==> src/rtl/bus_master_if_pkg.sv <==
// Shared definitions for the bus master initiator: polarity constants,
// default widths, FSM state encoding and the timeout-counter width helper.
package bus_master_if_pkg;

  localparam logic READ     = 1'b1;
  localparam logic WRITE    = 1'b0;
  localparam logic ENABLE_  = 1'b0;
  localparam logic DISABLE_ = 1'b1;

  localparam int DEF_ADDR_W = 30;
  localparam int DEF_DATA_W = 32;

  typedef enum logic [1:0] {
    IDLE   = 2'd0,
    REQ    = 2'd1,
    ACCESS = 2'd2
  } bus_state_e;

  // Counter is wide enough for the limit, but never narrower than 8 or wider than 16 bits.
  function automatic int cnt_width(input int lim);
    int w;
    w = $clog2(lim + 1);
    if (w < 8) w = 8;
    if (w > 16) w = 16;
    return w;
  endfunction

endpackage

==> src/rtl/bus_master_if_if.sv <==
// Master-side bus signal group: request/grant, address strobe, ready and data.
interface bus_master_if_if
  import bus_master_if_pkg::*;
#(
  parameter int ADDR_W = DEF_ADDR_W,
  parameter int DATA_W = DEF_DATA_W
);

  logic              bus_req_;
  logic              bus_grnt_;
  logic [ADDR_W-1:0] bus_addr;
  logic              bus_as_;
  logic              bus_rw;
  logic [DATA_W-1:0] bus_wr_data;
  logic [DATA_W-1:0] bus_rd_data;
  logic              bus_rdy_;

  modport master (
    output bus_req_, bus_addr, bus_as_, bus_rw, bus_wr_data,
    input  bus_grnt_, bus_rd_data, bus_rdy_
  );

  modport slave (
    input  bus_req_, bus_addr, bus_as_, bus_rw, bus_wr_data,
    output bus_grnt_, bus_rd_data, bus_rdy_
  );

endinterface

==> src/rtl/bus_master_if_timeout_cnt.sv <==
// ACCESS-state watchdog: counts ready-less access cycles and flags the cycle
// on which the limit is reached. Only instantiated when BUS_TIMEOUT_EN is defined.
module bus_master_if_timeout_cnt
  import bus_master_if_pkg::*;
#(
  parameter int LIMIT = 255
) (
  input  logic clk,
  input  logic rst,
  input  logic clr,
  input  logic inc,
  output logic hit
);

  localparam int CNT_W = cnt_width(LIMIT);

  logic [CNT_W-1:0] cnt;

  always_ff @(posedge clk or negedge rst) begin
    if (!rst) begin
      cnt <= '0;
    end else if (clr) begin
      cnt <= '0;
    end else if (inc) begin
      cnt <= cnt + 1'b1;
    end
  end

  // Fires on the LIMIT-th ready-less cycle so the abort lands on the following edge.
  assign hit = inc && (cnt == CNT_W'(LIMIT - 1));

endmodule

==> src/rtl/bus_master_if.sv <==
// Master-side initiator: turns a single-word core access into request/grant/strobe/ready.
// Optional ACCESS watchdog enabled by defining BUS_TIMEOUT_EN.
module bus_master_if
  import bus_master_if_pkg::*;
#(
  parameter int ADDR_W      = DEF_ADDR_W,
  parameter int DATA_W      = DEF_DATA_W,
  parameter int TIMEOUT_CYC = 255
) (
  input  logic              clk,
  input  logic              rst,
  input  logic              core_req,
  input  logic [ADDR_W-1:0] core_addr,
  input  logic              core_rw,
  input  logic [DATA_W-1:0] core_wr_data,
  output logic [DATA_W-1:0] core_rd_data,
  output logic              core_busy,
  output logic              core_done,
  output logic              core_err,
  bus_master_if_if.master   bus
);

  if (TIMEOUT_CYC < 1 || TIMEOUT_CYC > 65535) begin : g_bad_timeout
    $error("TIMEOUT_CYC must be in 1..65535");
  end

  bus_state_e        state;
  logic [ADDR_W-1:0] lat_addr;
  logic              lat_rw;
  logic [DATA_W-1:0] lat_wr_data;

`ifdef BUS_TIMEOUT_EN
  logic to_clr;
  logic to_inc;
  logic to_hit;

  assign to_clr = (state == REQ) && (bus.bus_grnt_ == ENABLE_);
  assign to_inc = (state == ACCESS) && (bus.bus_rdy_ == DISABLE_);

  bus_master_if_timeout_cnt #(
    .LIMIT (TIMEOUT_CYC)
  ) u_timeout (
    .clk (clk),
    .rst (rst),
    .clr (to_clr),
    .inc (to_inc),
    .hit (to_hit)
  );
`else
  assign core_err = 1'b0;
`endif

  // Request capture: later core-side changes cannot disturb an access in flight.
  always_ff @(posedge clk) begin
    if (state == IDLE && core_req) begin
      lat_addr    <= core_addr;
      lat_rw      <= core_rw;
      lat_wr_data <= core_wr_data;
    end
  end

  always_ff @(posedge clk or negedge rst) begin
    if (!rst) begin
      state           <= IDLE;
      bus.bus_req_    <= DISABLE_;
      bus.bus_as_     <= DISABLE_;
      bus.bus_rw      <= READ;
      bus.bus_addr    <= '0;
      bus.bus_wr_data <= '0;
      core_rd_data    <= '0;
      core_busy       <= 1'b0;
      core_done       <= 1'b0;
`ifdef BUS_TIMEOUT_EN
      core_err        <= 1'b0;
`endif
    end else begin
      case (state)
        IDLE: begin
          core_done <= 1'b0;
`ifdef BUS_TIMEOUT_EN
          core_err  <= 1'b0;
`endif
          if (core_req) begin
            bus.bus_req_ <= ENABLE_;
            core_busy    <= 1'b1;
            state        <= REQ;
          end
        end
        REQ: begin
          if (bus.bus_grnt_ == ENABLE_) begin
            bus.bus_as_     <= ENABLE_;
            bus.bus_addr    <= lat_addr;
            bus.bus_rw      <= lat_rw;
            bus.bus_wr_data <= lat_wr_data;
            state           <= ACCESS;
          end
        end
        ACCESS: begin
          // Ready takes priority over a coincident timeout.
          if (bus.bus_rdy_ == ENABLE_) begin
            bus.bus_req_    <= DISABLE_;
            bus.bus_as_     <= DISABLE_;
            bus.bus_addr    <= '0;
            bus.bus_rw      <= READ;
            bus.bus_wr_data <= '0;
            core_done       <= 1'b1;
            core_busy       <= 1'b0;
            if (lat_rw == READ) core_rd_data <= bus.bus_rd_data;
            state           <= IDLE;
          end
`ifdef BUS_TIMEOUT_EN
          else if (to_hit) begin
            bus.bus_req_    <= DISABLE_;
            bus.bus_as_     <= DISABLE_;
            bus.bus_addr    <= '0;
            bus.bus_rw      <= READ;
            bus.bus_wr_data <= '0;
            core_done       <= 1'b1;
            core_err        <= 1'b1;
            core_busy       <= 1'b0;
            core_rd_data    <= '0;
            state           <= IDLE;
          end
`endif
        end
        default: state <= IDLE;
      endcase
    end
  end

endmodule

==> src/flat_wrapper.sv <==
// flat-port wrapper written by rule: the top's interface ports become plain ports
module bus_master_if_flat import bus_master_if_pkg::*;
#(
  parameter int ADDR_W      = DEF_ADDR_W,
  parameter int DATA_W      = DEF_DATA_W,
  parameter int TIMEOUT_CYC = 255
)
  (clk, rst, core_req, core_addr, core_rw, core_wr_data, core_rd_data, core_busy, core_done, core_err, bus_bus_req_, bus_bus_addr, bus_bus_as_, bus_bus_rw, bus_bus_wr_data, bus_bus_grnt_, bus_bus_rd_data, bus_bus_rdy_);
  bus_master_if_if #(.ADDR_W(ADDR_W), .DATA_W(DATA_W)) bus_i ();
  input  logic clk;
  input  logic rst;
  input  logic core_req;
  input  logic [ADDR_W-1:0] core_addr;
  input  logic core_rw;
  input  logic [DATA_W-1:0] core_wr_data;
  output logic [DATA_W-1:0] core_rd_data;
  output logic core_busy;
  output logic core_done;
  output logic core_err;
  output wire logic [$bits(bus_i.bus_req_)-1:0] bus_bus_req_;
  output wire logic [$bits(bus_i.bus_addr)-1:0] bus_bus_addr;
  output wire logic [$bits(bus_i.bus_as_)-1:0] bus_bus_as_;
  output wire logic [$bits(bus_i.bus_rw)-1:0] bus_bus_rw;
  output wire logic [$bits(bus_i.bus_wr_data)-1:0] bus_bus_wr_data;
  input wire logic [$bits(bus_i.bus_grnt_)-1:0] bus_bus_grnt_;
  input wire logic [$bits(bus_i.bus_rd_data)-1:0] bus_bus_rd_data;
  input wire logic [$bits(bus_i.bus_rdy_)-1:0] bus_bus_rdy_;
  assign bus_bus_req_ = bus_i.bus_req_;
  assign bus_bus_addr = bus_i.bus_addr;
  assign bus_bus_as_ = bus_i.bus_as_;
  assign bus_bus_rw = bus_i.bus_rw;
  assign bus_bus_wr_data = bus_i.bus_wr_data;
  assign bus_i.bus_grnt_ = bus_bus_grnt_;
  assign bus_i.bus_rd_data = bus_bus_rd_data;
  assign bus_i.bus_rdy_ = bus_bus_rdy_;
  bus_master_if #(.ADDR_W(ADDR_W), .DATA_W(DATA_W), .TIMEOUT_CYC(TIMEOUT_CYC)) u_core (.clk(clk), .rst(rst), .core_req(core_req), .core_addr(core_addr), .core_rw(core_rw), .core_wr_data(core_wr_data), .core_rd_data(core_rd_data), .core_busy(core_busy), .core_done(core_done), .core_err(core_err), .bus(bus_i));
endmodule
==> config.mk <==
export PLATFORM = sky130hd
export DESIGN_NAME = bus_master_if_flat
export DESIGN_NICKNAME = d
export VERILOG_FILES = /design/src/rtl/bus_master_if_pkg.sv /design/src/rtl/bus_master_if_if.sv /design/src/rtl/bus_master_if_timeout_cnt.sv /design/src/rtl/bus_master_if.sv /design/src/flat_wrapper.sv
export SDC_FILE = /design/constraint.sdc
export NUM_CORES = 1
export LEC_CHECK = 0
export ABC_AREA = 1
export ABC_CLOCK_PERIOD_IN_PS = 6050
export CORE_MARGIN = 10
export CORE_UTILIZATION = 40
export CTS_CLUSTER_DIAMETER = 200
export DETAILED_ROUTE_END_ITERATION = 8
export GPL_ROUTABILITY_DRIVEN = 0
export PLACE_DENSITY_LB_ADDON = 0.25
export SYNTH_ARGS = -nofsm -noshare
export SYNTH_HDL_FRONTEND = slang
export SYNTH_SLANG_ARGS = --single-unit
export TNS_END_PERCENT = 20
==> constraint.sdc <==
create_clock -name clk -period 6.05 [get_ports clk]
set_input_delay 0.9075 -clock clk [delete_from_list [all_inputs] [get_ports clk]]
set_output_delay 0.9075 -clock clk [all_outputs]
set_load 0.05 [all_outputs]
==> impl_results.md, run 1 <==
* First DRT Iteration DRCs at 370
* Share of cells above drive strength 1 at under 10%
* DR pass1 iterations at 4
* Hold Startpoint: u_core.lat_addr[29]
* Post-synth top area share at between 40% and 50%
* Arr. time, crit path at ~3.7 ns
* Cell mode on critical path: nand2_1
* Synthesized-area fraction occupied by adder cells at 0%
* Die area at around 20000 um^2
* Power per cell area at around 600 nW/um^2
* Clock period minus worst slack at approximately 3.4 ns
* DR DRC count at 0
* Nets@finish at 798
* Mapped cell area at 5932 um^2
* Sequential share of the synthesized area at 74.56%
* Status: complete, no violations
* Root Buffer: clkbuf_16
* Initial Util at a little over 40%
* Synth Area in Simple Gates at 21.79%
* Largest net degree at the start of global routing at 69
* GRT overflow at 0
* Hold Path Class: reg2reg
* Synth cell types at 15
* Max stage delay on crit path at roughly 1.3 ns
* Commonest non-fill, non-tap cell in the layout: nand2_1
* Worst path cell trace: clkdlybuf4s50_1 -> clkinv_1 -> nand3_1 -> nand2_1 -> nand2_1
* Post_cts resized at 0
* Worst r2r src: u_core.state[0]
* Dominant cells by area after synthesis: dfrtp_1 (41%), edfxtp_1 (32%), nand2_1 (13%)
* Final setup fails at 0
* R2R setup slack at around 2.9 ns
* Post-placement cell area at 8021 um^2
* Vias per cell at between 4 and 5
* Postcts setup bufs at 0
* Row count at 44
* Most frequent cells in the layout: nand2_1 (200), clkdlybuf4s50_1 (197), dfrtp_1 (98)
* Reg2reg end: u_core.core_rd_data[25]
* Compound-Gate Fraction of Synth Area at less than 1%
* Die width at 141.8 um
* CTS max path bufs at 2
* Core box area at ~15000 um^2
* Post-DR wirelength/cell at 17.64 um
* Vias in the first global route at between 4000 and 5000
* H-tree levels at 4
* Mux contribution to synthesized area at 0%
* Max cap viols at 0
* Clock insertion delay at the later pin of the skew report at 0.42 ns
* Clock skew at between 0.007 and 0.008 ns
* Post-detail-place hpwl at 10550 um
* Crit end category: flop
* WP data required at 6.40 ns
* Ant diodes at 0
* Worst r2r path cells at 4
* Die span in y at between 100 and 150 um
* Synth Area in XOR/XNOR at 0%
* Worst slew pin tran at ~1.3 ns
* Routed WL at about 16000 um
* Clock Pin Slew Worst Setup and Hold Paths at ~0.060 ns
* Final hold vios at 0
* Yosys Warn Count at 0
* Largest area contributor in the netlist: dfrtp_1
* Port-buffer cells at 198
* Hold path endpoint: u_core.bus.bus_addr[29]
* Initial antenna violation count at 0
* Worst hold path cell count at 2
* Mapped Nets at slightly above 600
* IO Pins at 200
* Buf/Inv on CP at 2
* Period utilisation layout at about 55%
* Clk sinks at about 160
* Inserted Clock Buffers at 17
* Overall via count from detail_route at 4422
* Final instance area at 8630 um^2
* Main combinational cell family by area after synthesis: simple AND/OR/NAND/NOR gates
* Max VDD drop at around 360 uV
* Avg Cell Area, Syn at about 12 um^2
* RSZ-0062 raised after global routing: no
* CP max stage cell: nand3_1
* Final Max Tran Viols at 0
* Synth Register Bits at between 150 and 200
* Startpoint Class: primary input
* Post-cts hold buffer count at 0
* GRT Total Usage at between 10% and 20%
* Top Family by Delay on Critical Path: simple AND/OR/NAND/NOR gates
* Pleak at 3.817 nW
* CTS tree: yes
* CP max FO at 35
* Antenna-violating nets left at 0
* Crit path kind: in2reg
* Setup TNS at 0 ns
* Number of cells produced by synthesis at 510
* Area Overhead vs Synth at 45.48%
* Max Freq at around 300 MHz
* First-pass GRT wire length at between 20000 and 25000 um
* Max-Slew Margin vs Limit at roughly 16%
[synth_stat cells]
master / count
buf_2: 20
buf_4: 4
clkbuf_1: 10
clkinv_1: 1
conb_1: 1
dfrtp_1: 98
dfstp_2: 3
edfxtp_1: 63
inv_1: 4
inv_2: 3
nand2_1: 200
nand3_1: 67
nand4_1: 32
nor2_2: 1
o21ai_0: 3
[worst min-delay path: cells and delay by family, from the launching register on]
kind          cells  cell delay (ns)
simple gates      2             0.10
flops             1             0.32
[area by class of cell]
class                           count  area, um^2
Fill cell                        1193        5904
Sequential cell                   164        4423
Timing Repair Buffer              203        2017
Multi-Input combinational cell    304        1321
Clock buffer                       20       456.7
Tap cell                          184       230.2
Clock inverter                     12       151.4
Inverter                            8       30.03
[report_power, final]
group          switching, mW  internal, mW  total (mW)
Combinational           1.62         0.713        2.34
Sequential             0.214          1.59        1.80
Clock                  0.428         0.671        1.10
[worst max path at each step]
stage	from	slack (ns)	depth (start not counted)	to
2_1_floorplan	core_req	3.36	2	u_core.lat_addr[0]
3_3_place_gp	bus_bus_rdy_	2.44	5	u_core.core_rd_data[1]
3_5_place_dp	bus_bus_rdy_	2.31	5	u_core.core_rd_data[25]
4_1_cts	bus_bus_rdy_	2.75	5	u_core.core_rd_data[25]
5_1_grt	bus_bus_rdy_	2.46	5	u_core.core_rd_data[25]
6_report	bus_bus_rdy_	2.70	5	u_core.core_rd_data[25]
[logic make-up after synthesis]
| logic type | after synthesis |
|---|---|
| AND/OR/NAND/NOR | 300 |
| flip-flops | 164 |
| buffers and inverters | 42 |
| AO/OA/AOI/OAI | 3 |
| other | 1 |
[registers in the layout (all words and copies together), names as in the netlist]
signal	flops
u_core.core_rd_data	32
u_core.core_done	1
u_core.state	2
u_core.bus.bus_rw	1
u_core.bus.bus_req_	1
u_core.bus.bus_as_	1
u_core.lat_addr	30
u_core.bus.bus_addr	30
u_core.lat_wr_data	32
u_core.bus.bus_wr_data	32
u_core.lat_rw	1
u_core.core_busy	1
[layer usage]
metal  vias up  track usage (%)  wire length [um]
li1       2081                -                 -
met1      2120            19.20              6763
met2       200            23.50              7151
met3        21            6.375              1574
met4         0            6.079               301
met5         -                0                 0
[per-stage QoR]
stage / cells / hold slack, ns / power, mW / utilization [%] / setup slack [ns]
after detailed placement: 863 / 0.4325 / 4.173 / 55.19 / 2.311
final: 895 / 0.4414 / 5.238 / 59.38 / 2.698
after floorplan: 510 / 0.4257 / 3.297 / - / 3.363
after CTS: 895 / 0.4448 / 5.289 / 59.38 / 2.746
after global placement: 863 / 0.4293 / 4.121 / 55.19 / 2.436
after global routing: 895 / 0.4678 / 5.494 / 59.38 / 2.464
Power figures use the tool's default switching activity.
==> run 2, diff against run 1 <==
--- a/config.mk
+++ b/config.mk
@@ -6,7 +6,7 @@
 export NUM_CORES = 1
 export LEC_CHECK = 0
 export ABC_AREA = 1
-export ABC_CLOCK_PERIOD_IN_PS = 6050
+export ABC_CLOCK_PERIOD_IN_PS = 3150
 export CORE_MARGIN = 10
 export CORE_UTILIZATION = 40
 export CTS_CLUSTER_DIAMETER = 200
==> constraint.sdc (replaced) <==
create_clock -name clk -period 3.15 [get_ports clk]
set_input_delay 0.4725 -clock clk [delete_from_list [all_inputs] [get_ports clk]]
set_output_delay 0.4725 -clock clk [all_outputs]
set_load 0.05 [all_outputs]
==> run 2 against run 1 <==
Effect of this change: sequential power up 92%; critical path type is now reg2out; worst hold slack worse by 0.33 ns; clock skew rose by 0.0036 ns; critical endpoint is now bus_bus_req_; highest routed layer unchanged.
==> impl_results.md, run 2 (same netlist as run 1, synthesis figures left out) <==
* Status: complete, no violations
* Max cap viols at 0 (unchanged)
* Crit path kind: reg2out
* Worst slew pin tran at 0.7310 ns (-0.5322 ns)
* Post-detail-place hpwl at 10660 um (+1.0%)
* Crit end category: output port
* Share of cells above drive strength 1 at 7.123% (+0.51 points)
* Inserted Clock Buffers at 17 (unchanged)
* CTS tree: yes
* Final hold vios at 0 (unchanged)
* Die area at 20100 um^2 (unchanged)
* DR pass1 iterations at 5 (+1)
* Clock insertion delay at the later pin of the skew report at 0.41 ns (about the same)
* Pleak at 3.862 nW (+1.2%)
* Final instance area at 8715 um^2 (+0.99%)
* Max VDD drop at 585.7 uV (+63%)
* Max Freq at 445.4 MHz
* Area Overhead vs Synth at 46.91%
* GRT overflow at 0 (unchanged)
* Period utilisation layout at a little under three quarters
* Clock period minus worst slack at about 2.2 ns
* WP data required at 2.68 ns (-3.72 ns)
* Postcts setup bufs at 0 (unchanged)
* H-tree levels at 4 (unchanged)
* GRT Total Usage at 15.37% (-0.094 points)
* Arr. time, crit path at 1.77 ns (-1.93 ns)
* Top Family by Delay on Critical Path: buffers and inverters
* Most frequent cells in the layout: nand2_1 (200), clkdlybuf4s50_1 (197), dfrtp_1 (98)
* Worst r2r src: u_core.state[0]
* Worst path cell trace: clkdlybuf4s50_1
* First-pass GRT wire length at 24580 um (about the same)
* Setup TNS at 0 ns (unchanged)
* Final design utilization at 59.96% (+0.59 points)
* Row count at 44 (unchanged)
* Clock skew at 0.01102 ns (+0.003596 ns)
* Overall via count from detail_route at 4375 (-1.1%)
* Post_cts resized at 0 (unchanged)
* Reg2reg end: u_core.core_rd_data[3]
* Non-filler cells, final at 900 (+0.56%)
* Ant diodes at 0 (unchanged)
* Routed WL at 15700 um (-0.60%)
* First DRT Iteration DRCs at 366 (-1.1%)
* Nets@finish at 803 (+0.63%)
* Die span in y at 141.8 um (unchanged)
* DR DRC count at 0 (unchanged)
* Max stage delay on crit path at 0.83 ns (-0.43 ns)
* Clk sinks at 164 (unchanged)
* Post-placement cell area at 8097 um^2 (+0.94%)
* Port-buffer cells at 198 (unchanged)
* Vias per cell at 4.861 (-1.6%)
* Largest regs: u_core.bus.bus_wr_data (32), u_core.core_rd_data (32), u_core.lat_wr_data (32)
* RSZ-0062 raised after global routing: no
* IO Pins at 200 (unchanged)
* CTS max path bufs at 2 (unchanged)
* Post-DR wirelength/cell at 17.44 um (-1.1%)
* Die width at 141.8 um (unchanged)
* CP max FO at 2 (-94%)
* Clock Pin Slew Worst Setup and Hold Paths at 0.06 ns (about the same)
* R2R setup slack at 1.57 ns (-1.34 ns)
* Power per cell area at 1158 nW/um^2 (+91%)
* Vias in the first global route at 4555 (+0.71%)
* CP max stage cell: clkdlybuf4s50_1
* Final setup fails at 0 (unchanged)
* Worst r2r path cells at 6 (+2)
* Largest net degree at the start of global routing at 69 (unchanged)
* Hold Path Class: in2async
* Commonest non-fill, non-tap cell in the layout: nand2_1
* Cell Count Post-Placement at 868 (+0.58%)
* Startpoint Class: flop
* Core box area at 14530 um^2 (unchanged)
* Max-Slew Margin vs Limit at 51.26% (+36 points)
* Root Buffer: clkbuf_16
* Antenna-violating nets left at 0 (unchanged)
* Buf/Inv on CP at 1 (-1)
* Initial antenna violation count at 0 (unchanged)
* Post-cts hold buffer count at 0 (unchanged)
* Final Max Tran Viols at 0 (unchanged)
* Initial Util at 40.81% (unchanged)
-- run 2: cell types whose count changed in the layout (fill, tap and decap cells not counted) --
| cell | change |
|---|---|
| buf_12 | +3 |
| clkbuf_16 | +3 |
| buf_4 | +2 |
| bufinv_16 | -2 |
| clkinv_2 | -2 |
| clkbuf_1 | +1 |
| clkinvlp_4 | -1 |
| inv_6 | +1 |
-- run 2: worst max-delay path by stage --
stage | start | to | slack [ns] | cells after the start
after floorplan | core_req | u_core.lat_addr[0] | 0.90 | 2
after global placement | bus_bus_grnt_ | u_core.state[1] | 1.18 | 5
after detailed placement | bus_bus_grnt_ | u_core.state[1] | 1.12 | 5
after CTS | u_core.bus.bus_req_ | bus_bus_req_ | 0.88 | 1
after global routing | u_core.bus.bus_req_ | bus_bus_req_ | 0.87 | 1
final | u_core.bus.bus_req_ | bus_bus_req_ | 0.90 | 1
-- run 2: layer usage --
layer | wire (um) | global-route usage (%) | part of all wire, % | vias up
met1 | 6435 | 18.66 | 41 | 2065
li1 | - | - | - | 2091
met3 | 1685 | 6.208 | 11 | 20
met2 | 7364 | 24.45 | 47 | 199
met4 | 212 | 4.949 | 1.4 | 0
met5 | 0 | 0 | 0 | -
-- run 2: final cells by class --
class	count	area, um^2
clock buffers	24	535.5
clock inverters	8	82.58
fillers	1166	5819
inverters	8	30.03
multi-input cells	304	1321
flip-flops and latches	164	4423
well taps	184	230.2
repair buffers	208	2092
-- run 2: where the power goes --
group	switching [mW]	leakage (nW)	internal (mW)
sequential	0.406	1.87	3.05
combinational	3.13	1.69	1.40
clock	0.821	0.303	1.28
total	4.36	3.86	5.73
-- run 2: stage by stage --
step	power [mW]	worst slack [ns]	hold slack (ns)
2_1_floorplan	6.332	0.8977	0.1769
3_3_place_gp	7.961	1.182	0.4307
3_5_place_dp	8.056	1.124	0.4333
4_1_cts	10.20	0.8801	0.1318
5_1_grt	10.58	0.8700	0.1686
6_report	10.09	0.9047	0.1144
==> run 3, diff against run 2 <==
--- a/config.mk
+++ b/config.mk
@@ -6,7 +6,7 @@
 export NUM_CORES = 1
 export LEC_CHECK = 0
 export ABC_AREA = 1
-export ABC_CLOCK_PERIOD_IN_PS = 3150
+export ABC_CLOCK_PERIOD_IN_PS = 2400
 export CORE_MARGIN = 10
 export CORE_UTILIZATION = 40
 export CTS_CLUSTER_DIAMETER = 200
==> constraint.sdc (replaced) <==
create_clock -name clk -period 2.4 [get_ports clk]
set_input_delay 0.36 -clock clk [delete_from_list [all_inputs] [get_ports clk]]
set_output_delay 0.36 -clock clk [all_outputs]
set_load 0.05 [all_outputs]
==> run 3 against run 2 <==
Effect of this change: worst hold slack gained 0.33 ns; register-to-register slack lost 0.60 ns; cell count grew 0.33%; total power grew 30%; routed wire length shrank 1.4%; critical path depth is the same; flip-flop and latch count is the same; combinational power grew 31%; highest routed layer unchanged.
==> impl_results.md, run 3 (same netlist as run 1, synthesis figures left out) <==
* Status: complete, no violations
* Setup TNS at 0 ns (unchanged)
* Crit end category: output port
* Nets@finish at 806 (+0.37%)
* P_sw at 5.736 mW (+32%)
* Die width at 141.8 um (unchanged)
* Core box area at 14530 um^2 (unchanged)
* CTS max path bufs at 2 (unchanged)
* Filler cells at 1170 (+0.34%)
* Final setup fails at 0 (unchanged)
* GR Util met2 at 23.77% (-0.68 points)
* Top Family by Delay on Critical Path: buffers and inverters
* Inserted Clock Buffers at 17 (unchanged)
* Routed WL at 15480 um (-1.4%)
* Ant diodes at 0 (unchanged)
* Max cap viols at 0 (unchanged)
* Port-buffer cells at 198 (unchanged)
* Overall via count from detail_route at 4367 (-0.18%)
* Vias in the first global route at 4570 (+0.33%)
* Final hold vios at 0 (unchanged)
* Clock Pin Slew Worst Setup and Hold Paths at 0.06 ns (about the same)
* DR DRC count at 0 (unchanged)
* R2R setup slack at 0.97 ns (-0.60 ns)
* Initial antenna violation count at 0 (unchanged)
* Switching share of power at 43.76% (+0.57 points)
* Max VDD drop at 835.4 uV (+43%)
* Post-detail-place hpwl at 10800 um (+1.3%)
* IO Pins at 200 (unchanged)
* Max Freq at around 470 MHz
* Gr busiest metal: met2
* Final instance area at 8698 um^2 (-0.19%)
* Final Max Tran Viols at 0 (unchanged)
* Pleak at 3.861 nW (about the same)
* Row count at 44 (unchanged)
* Combinational share of power at 45.3% (+0.4 points)
* WP data required at 2.04 ns (-0.64 ns)
* Largest net degree at the start of global routing at 69 (unchanged)
* Clk pwr share at 20.0% (-0.8 points)
* Worst Setup SP: u_core.bus.bus_req_
* Worst r2r src: u_core.state[0]
* First-pass GRT wire length at 24230 um (-1.4%)
* Power per cell area at 1507 nW/um^2 (+30%)
* Post-DR wirelength/cell at 17.14 um (-1.7%)
* Clock skew at 0.008516 ns (-0.002502 ns)
* First DRT Iteration DRCs at 228 (-38%)
* Most frequent cells in the layout: nand2_1 (200), clkdlybuf4s50_1 (197), dfrtp_1 (98)
* Period utilisation layout at around nine tenths
* Die area at 20100 um^2 (unchanged)
* CTS tree: yes
* DR pass1 iterations at 4 (-1)
* RSZ-0062 raised after global routing: no
* Buf/Inv on CP at 1 (unchanged)
* Hold Path Class: reg2reg
* Hold Startpoint: u_core.lat_wr_data[31]
* GRT Total Usage at 15.20% (-0.18 points)
* Global-route track usage on met3 at 7.510% (+1.3 points)
* Clock insertion delay at the later pin of the skew report at 0.42 ns (about the same)
* Worst path cell trace: clkdlybuf4s50_1
* Startpoint Class: flop
* Reg2reg end: u_core.lat_addr[23]
* Clk sinks at 164 (unchanged)
* Worst r2r path cells at 4 (-2)
* Total power at 13.11 mW (+30%)
* CP max stage cell: clkdlybuf4s50_1
* Die span in y at 141.8 um (unchanged)
* Commonest non-fill, non-tap cell in the layout: nand2_1
* Max-Slew Margin vs Limit at 59.43% (+8.2 points)
* Arr. time, crit path at 1.77 ns (about the same)
* H-tree levels at 4 (unchanged)
* Seq pwr share at 34.7% (+0.5 points)
* Initial Util at 40.81% (unchanged)
* GR Util met1 at 18.17% (-0.49 points)
* Worst slew pin tran at 0.6085 ns (-0.1226 ns)
* Post-placement cell area at 8112 um^2 (+0.19%)
* Area Overhead vs Synth at 46.64%
* Crit path kind: reg2out
* GRT overflow at 0 (unchanged)
* Antenna-violating nets left at 0 (unchanged)
* Clock period minus worst slack at approximately 2.1 ns
* CP max FO at 2 (unchanged)
* Vias per cell at 4.836 (-0.51%)
* Root Buffer: clkbuf_16
* Share of cells above drive strength 1 at 7.371% (+0.25 points)
* Max stage delay on crit path at 0.82 ns (about the same)
* Worst hold path cell count at 2
* Hold path endpoint: u_core.bus.bus_wr_data[31]
* Power Internal at 7.372 mW (+29%)
* Final design utilization at 59.85% (-0.11 points)
* Hold Slack at 0.4450 ns (+0.3305 ns)
* Largest regs: u_core.bus.bus_wr_data (32), u_core.core_rd_data (32), u_core.lat_wr_data (32)
-- run 3: cell types whose count changed in the layout (fill, tap and decap cells not counted) --
cell,change
buf_4,+2
dlygate4sd3_1,+1
inv_4,+1
clkinv_4,+3
clkinvlp_4,-1
clkbuf_8,-2
inv_8,+1
clkbuf_16,-2
-- run 3: final cells by class --
class | instances | area [um^2] | area share (%)
clock buffers | 20 | 457.9 | 5.265
clock inverters | 12 | 118.9 | 1.367
inverters | 8 | 30.03 | 0.3452
multi-input cells | 304 | 1321 | 15.19
flip-flops and latches | 164 | 4423 | 50.85
well taps | 184 | 230.2 | 2.647
repair buffers | 211 | 2117 | 24.34
-- run 3: layer usage --
metal | share of wire [%] | vias to the layer above | wire length, um
li1 | - | 2099 | -
met1 | 41 | 2053 | 6352
met2 | 47 | 202 | 7214
met3 | 11 | 13 | 1735
met4 | 1.1 | 0 | 178
met5 | 0 | - | 0
-- run 3: power by group through the flow --
| stage | sequential (mW) | clock, mW | combinational, mW |
|---|---|---|---|
| 5_1_grt | 4.65 | 2.80 | 6.31 |
| 3_5_place_dp | 4.57 | 0 | 6.01 |
| 4_1_cts | 4.55 | 2.69 | 6.02 |
| 3_3_place_gp | 4.55 | 0 | 5.93 |
| 6_report | 4.54 | 2.62 | 5.94 |
| 2_1_floorplan | 7.09 | 0 | 1.22 |
-- run 3: worst max-delay path by stage --
| stage | endpoint | slack (ns) | cells after the start |
|---|---|---|---|
| floorplan | u_core.lat_addr[0] | 0.16 | 3 |
| finish | bus_bus_req_ | 0.27 | 1 |
| global route | bus_bus_req_ | 0.23 | 1 |
| global placement | u_core.lat_wr_data[8] | 0.65 | 4 |
| CTS | bus_bus_req_ | 0.24 | 1 |
| detailed placement | u_core.lat_wr_data[10] | 0.61 | 4 |
-- run 3: what timing repair did --
| action | in CTS | in global routing |
|---|---|---|
| setup buffers | 0 | 0 |
| hold endpoints to repair | 44 | 0 |
| hold buffers | 1 | 0 |
| gates resized for setup | 0 | 0 |
-- run 3: metrics by stage --
stage / worst slack [ns] / instances
6_report: 0.2737 / 903
5_1_grt: 0.2318 / 903
4_1_cts: 0.2406 / 903
3_5_place_dp: 0.6129 / 870
3_3_place_gp: 0.6487 / 870
2_1_floorplan: 0.1603 / 510
